===== config.mk =====
export PLATFORM = sky130hd
export DESIGN_NAME = fphub_adder_scheduler
export DESIGN_NICKNAME = d
export VERILOG_FILES = /design/src/rtl/fphub_pkg.sv /design/src/rtl/fphub_adder_scheduler_rr_arbiter.sv /design/src/rtl/fphub_adder_scheduler.sv
export SDC_FILE = /design/constraint.sdc
export NUM_CORES = 1
export LEC_CHECK = 0
export CAP_MARGIN = 20
export CORE_AREA = 2 2 154 156
export CTS_CLUSTER_DIAMETER = 150
export DETAILED_ROUTE_END_ITERATION = 10
export DIE_AREA = 0 0 156 158
export GPL_TIMING_DRIVEN = 0
export PLACE_DENSITY = 0.71
export SYNTH_ARGS = -nofsm -noshare
export SYNTH_HDL_FRONTEND = slang
export SYNTH_SLANG_ARGS = --single-unit
export TNS_END_PERCENT = 50

===== constraint.sdc =====
create_clock -name clk -period 8.65 [get_ports clk]
set_input_delay 1.73 -clock clk [delete_from_list [all_inputs] [get_ports clk]]
set_output_delay 1.73 -clock clk [all_outputs]
set_load 0.01 [all_outputs]

===== src/rtl/fphub_pkg.sv =====
// Shared types for the FPHUB adder scheduler: FSM state encoding and the
// in-flight tag carried alongside each adder operation.
package fphub_pkg;

    localparam int SCHED_N_REQ = 4;
    localparam int ID_W        = $clog2(SCHED_N_REQ);

    typedef enum logic [1:0] {
        RUN    = 2'd0,
        DRAIN  = 2'd1,
        HALTED = 2'd2
    } sched_state_t;

    typedef struct packed {
        logic            valid;
        logic [ID_W-1:0] id;
    } tag_t;

endpackage


===== src/rtl/fphub_adder_scheduler_rr_arbiter.sv =====
// Combinational round-robin arbiter: grants the first request at or after ptr.
// The pointer itself lives in the scheduler.
module rr_arbiter #(
    parameter int N  = 4,
    parameter int IW = $clog2(N)
) (
    input  logic [N-1:0]  req,
    input  logic [IW-1:0] ptr,
    input  logic          en,
    output logic [N-1:0]  gnt,
    output logic [IW-1:0] idx
);

    // Walk from farthest to nearest so the position closest to ptr wins.
    always_comb begin
        gnt = '0;
        idx = '0;
        if (en) begin
            for (int k = N - 1; k >= 0; k--) begin
                if (req[(int'(ptr) + k) % N]) begin
                    gnt                        = '0;
                    gnt[(int'(ptr) + k) % N]   = 1'b1;
                    idx                        = IW'((int'(ptr) + k) % N);
                end
            end
        end
    end

endmodule


===== src/rtl/fphub_adder_scheduler.sv =====
// Round-robin scheduler sharing one FPHUB adder among N_REQ requesters.
// Optional FPHUB_SCHED_SUB_EN adds req_sub to flip the sign of Y (X - Y).
//
// state  | meaning
// RUN    | granting requests round-robin
// DRAIN  | issue stopped, waiting for in-flight tags to leave
// HALTED | pipeline empty, issue stopped until halt_req drops
module fphub_adder_scheduler
    import fphub_pkg::*;
#(
    parameter int E       = 8,
    parameter int M       = 23,
    parameter int N_REQ   = 4,
    parameter int ADD_LAT = 0
) (
    input  logic                            clk,
    input  logic                            rst,
    input  logic [N_REQ-1:0]                req_valid,
`ifdef FPHUB_SCHED_SUB_EN
    input  logic [N_REQ-1:0]                req_sub,
`endif
    output logic [N_REQ-1:0]                req_ready,
    input  logic [N_REQ-1:0][E+M:0]         req_x,
    input  logic [N_REQ-1:0][E+M:0]         req_y,
    output logic [E+M:0]                    add_x,
    output logic [E+M:0]                    add_y,
    input  logic [E+M:0]                    add_z,
    output logic                            resp_valid,
    output logic [$clog2(N_REQ)-1:0]        resp_id,
    output logic [E+M:0]                    resp_z,
    input  logic                            halt_req,
    output logic                            halted,
    output logic                            busy
);

    localparam int W   = E + M + 1;
    localparam int IW  = $clog2(N_REQ);
    localparam int NST = ADD_LAT + 1;

    sched_state_t    state, state_nxt;
    logic [IW-1:0]   ptr;
    logic [N_REQ-1:0] gnt;
    logic [IW-1:0]   gidx;
    logic            arb_en;
    logic            issue;
    logic [W-1:0]    y_sel;
    tag_t            tags [NST];

    // Reset also blocks grants so req_ready reads zero while rst is held.
    assign arb_en = (state == RUN) && !halt_req && !rst;

    rr_arbiter #(
        .N  (N_REQ),
        .IW (IW)
    ) u_arb (
        .req (req_valid),
        .ptr (ptr),
        .en  (arb_en),
        .gnt (gnt),
        .idx (gidx)
    );

    assign req_ready = gnt;
    assign issue     = |gnt;
    assign halted    = (state == HALTED);

`ifdef FPHUB_SCHED_SUB_EN
    assign y_sel = req_sub[gidx] ? {~req_y[gidx][W-1], req_y[gidx][W-2:0]}
                                 : req_y[gidx];
`else
    assign y_sel = req_y[gidx];
`endif

    always_comb begin
        busy = 1'b0;
        for (int s = 0; s < NST; s++) begin
            busy = busy | tags[s].valid;
        end
    end

    always_comb begin
        state_nxt = state;
        unique case (state)
            RUN:     if (halt_req)  state_nxt = DRAIN;
            DRAIN:   if (!busy)     state_nxt = HALTED;
            HALTED:  if (!halt_req) state_nxt = RUN;
            default:                state_nxt = RUN;
        endcase
    end

    always_ff @(posedge clk or posedge rst) begin
        if (rst) begin
            state <= RUN;
            ptr   <= '0;
        end else begin
            state <= state_nxt;
            if (issue) begin
                ptr <= (gidx == IW'(N_REQ - 1)) ? '0 : gidx + 1'b1;
            end
        end
    end

    // Operands hold their last issued value while idle.
    always_ff @(posedge clk or posedge rst) begin
        if (rst) begin
            add_x <= '0;
            add_y <= '0;
        end else if (issue) begin
            add_x <= req_x[gidx];
            add_y <= y_sel;
        end
    end

    always_ff @(posedge clk or posedge rst) begin
        if (rst) begin
            for (int s = 0; s < NST; s++) begin
                tags[s] <= '0;
            end
        end else begin
            tags[0] <= '{valid: issue, id: gidx};
            for (int s = 1; s < NST; s++) begin
                tags[s] <= tags[s-1];
            end
        end
    end

    always_ff @(posedge clk or posedge rst) begin
        if (rst) begin
            resp_valid <= 1'b0;
            resp_id    <= '0;
            resp_z     <= '0;
        end else begin
            resp_valid <= tags[NST-1].valid;
            resp_id    <= tags[NST-1].id;
            resp_z     <= add_z;
        end
    end

endmodule

==> run summary, run 1 <==
The most common cell in the netlist is sky130_fd_sc_hd__dfrtp_1. The diode insertion count for antenna repair came out at 0. The post-cts repair resize count is 0. The highest net fanout along the worst path is 10. The count of pins on the block boundary is 400. The number of synthesized register bits came out at 106.

The routed length on met2 is between 10 and 15 mm. The floorplan step set the die height to 158 µm. TritonCTS created 9 clock buffers. The critical path is of the primary input to output port type. Dividing the final minimum period by the clock period gives 0.692. The number of cells after detailed placement is slightly above 1000. The worst min-delay path category is register to register. The power density of the placed cells came out at between 200 and 250 nW/µm².

Counting instances in the post-synthesis netlist gives the leading cell types as sky130_fd_sc_hd__dfrtp_1, sky130_fd_sc_hd__mux4_2, sky130_fd_sc_hd__mux2_2. The relative slew slack came out at 0.341. The post-detailed-placement cell area came out at 10000 µm². For this run, the register share of the synthesized area comes to 0.467. The core region area came out at about 23000 µm². The effective utilization at floorplan came out at 0.247. TritonCTS built the clock tree.

The clock tree root buffer cell is sky130_fd_sc_hd__clkbuf_16. After the flow finishes, the layout carries non-filler instances totaling roughly 1000. The biggest area contributor in the post-synthesis netlist is sky130_fd_sc_hd__dfrtp_1. The iteration count of the initial detailed-routing pass came out at 4. Setup repair after global routing left no endpoint under its margin. The post-route setup TNS is 0 ps. The count of final hold-check violations is 0. The startpoint kind of the worst setup timing path is a primary input. Relative to the synthesized area, the layout overhead comes to 82.3%. Once layout is complete, the utilization of the core stands at 0.449. At the later pin of the worst-skew pair, clock insertion delay measures between 300 and 400 ps. The share of async-settable or async-resettable flops after synthesis came out at 1.00. The final layout contains between 1000 and 1500 nets. Measured along the x axis, the die boundary spans 156 µm. At the end of routability-driven placement, the weighted congestion stood at a little under 0.8.

The setup check on the worst reg-to-reg path leaves a slack of approximately 4400 ps. The count of cell types in the netlist is 38. The amount of wire on met3 after detailed routing came out at between 1.5 and 2 mm. Data arrives at the worst endpoint at 4260 ps. The clock sink total is between 100 and 150. Summed over all layers, the global routing overflow is 0. The per-cell via count in the routed design is 4.66. A synthesized cell averages approximately 16 µm².

Clock skew on the completed layout was measured at around 11 ps. STA classifies the critical path endpoint as an output port. The cell area after synthesis is 5680 µm². The detailed-route DRC error count is 0. The static leakage came out at between 3 and 4 nW.

For this block, the initial DRC count from the detailed router was 158. The number of buffer cells added on primary ports is slightly below 400. The total routing resource utilization after global routing is 0.160.

The die covers about 25000 µm². The remaining number of nets flagged by the antenna check after routing is 0. The number of flops mapped to enable cells by yosys came out at 0. The final design area excluding fillers is between 10000 and 15000 µm².

The maximum achievable frequency is between 0.15 and 0.2 GHz. The max-slew violation count is 0. Across the run, the number of max-cap violations was 0. The run finished with clean final reports.

The H-tree level count is 3. The critical path required time is around 7000 ps. The maximum number of buffers from clock root to sink is 2. The worst ir drop on vdd is ~120 µV. After clock tree synthesis, the flow added hold-fix buffers numbering 0. The global-route wire length before repair is between 20 and 30 mm. In the final layout, the share of cells above drive strength 1 is 0.235. The detailed placer's ending HPWL came out at approximately 17 mm. After detailed routing, the average wire length per cell comes to 19.8 µm. The net count after synthesis is about 650. By area the synthesized netlist is led by sky130_fd_sc_hd__dfrtp_1, sky130_fd_sc_hd__mux4_2, sky130_fd_sc_hd__mux2_2. The number of buffers inserted to repair setup after CTS is 0.

Setup violations remaining at the end of the flow were counted as 0. The number of antenna violations at the first check in global routing is 0. The actual transition at the worst max-transition pin came out at around 1000 ps. Synthesis handed over a netlist of around 350 instances. The top layer reached by signal wires is met4.

The Yosys warning count came out at 0. The fraction of post-synthesis cell area in the top cell type by area is 0.467. The detailed-route wire length on metal 1 came out at just under 8 mm. The maximum number of pins on one net before global-route repair came out at 56. The overall via count from detail_route came out at about 5000. The clock-pin slew of the registers on the worst-case setup and hold paths is 70 ps. The number of global-route vias before repair is 5154. The clock period minus final worst setup slack is ~6000 ps. Among all flip-flop cells after synthesis, the most frequent one is sky130_fd_sc_hd__dfrtp_1. The final routed wirelength across all metal layers is approximately 21 mm.

The number of standard-cell rows in the floorplan is 56.
routing by layer:
layer	track usage	vias to the layer above
met5	0	-
met4	0.0406	0
met3	0.0528	18
met2	0.292	257
met1	0.181	2428
li1	-	2185
final cells by class:
cell class	count	area, µm²
fill	2147	12700
clock inverter	7	86.3
tap	290	363
clock buffer	9	225
buffer	28	189
sequential	106	2650
multi-input combinational	205	2820
inverter	6	25.0
timing repair buffer	398	4000
metrics by stage:
stage               setup WS [ps]  hold slack [ps]  total power, mW
global placement             2350              334             1.98
floorplan                    3850              331             1.36
finish                       2660              351             2.40
detailed placement           2680              336             2.00
CTS                          2670              353             2.44
global route                 2570              370             2.55
critical path: stages:
cell,delay [ps]
sky130_fd_sc_hd__clkdlybuf4s50_1,440
sky130_fd_sc_hd__clkbuf_1,240
sky130_fd_sc_hd__or3b_1,440
sky130_fd_sc_hd__a211oi_2,360
sky130_fd_sc_hd__o211ai_1,150
sky130_fd_sc_hd__a31oi_1,290
sky130_fd_sc_hd__clkdlybuf4s50_1,600
report_power, final:
group	switching (mW)	internal [mW]	total, mW
clock	0.222	0.210	0.432
combinational	0.457	0.744	1.20
sequential	0.0930	0.673	0.766
cells in the final DEF (no fill, tap or decap), drive strengths merged, types with 2 or more instances in the layout:
master         Yosys  layout
clkdlybuf4s50      0     397
dfrtp            106     106
mux4              67      67
mux2              66      66
buf               23      24
clkbuf             5      14
inv                6      11
ha                 8       8
nand3              7       7
mux2i              7       7
a21o               5       5
nor2b              5       5
nand2              4       4
nor2               4       4
nand2b             3       3
nand4              2       2
nand3b             2       2
or3b               2       2
o2111ai            2       2
o211ai             2       2
a31oi              2       2
o21ai              2       2
clkinv             0       2
nor4               2       2
a211oi             2       2
final timing paths:
check / startpoint / end / depth (start not counted)
max: req_valid[1] / req_ready[2] / 7
min: tags[1]$_DFF_PP0_ / resp_id[1]$_DFF_PP0_ / 0
max reg2reg: ptr[0]$_DFFE_PP0P_ / add_y[25]$_DFFE_PP0P_ / 11
min reg2reg: tags[1]$_DFF_PP0_ / resp_id[1]$_DFF_PP0_ / 0
max in group asynchronous: rst / resp_z[25]$_DFF_PP0_ / 3
min in group asynchronous: rst / resp_valid$_DFF_PP0_ / 2
kinds of logic after synthesis:
group	after synthesis	share of synthesized area
buf+inv	34	0.0372
simple gates	33	0.0337
compound gates	23	0.0346
flops	106	0.467
xor+xnor	1	0.00154
fa+ha+maj	8	0.0176
mux	140	0.409
flip-flops by register name, summed over array words and instances, names as in the netlist:
signal / count
add_x: 32
add_y: 32
busy: 1
ptr: 2
resp_id: 2
resp_valid: 1
resp_z: 32
state: 2
tags: 2
No activity file was read; power rests on OpenSTA's default activity.
==> run 2, diff against run 1 <==
clock period = 6.2 ns   (was 8.65 ns; I/O delays follow)
==> results of run 2 <==
Same layout as run 1 (identical final DEF). Status: completed.
Among the figures that moved: setup slack after placement 2680 ps -> 1210 ps; setup slack after layout 2660 ps -> 1190 ps; register-to-register setup slack 4380 ps -> 1930 ps; total power 2.40 mW -> 3.35 mW; worst IR drop on VDD 123 µV -> 172 µV
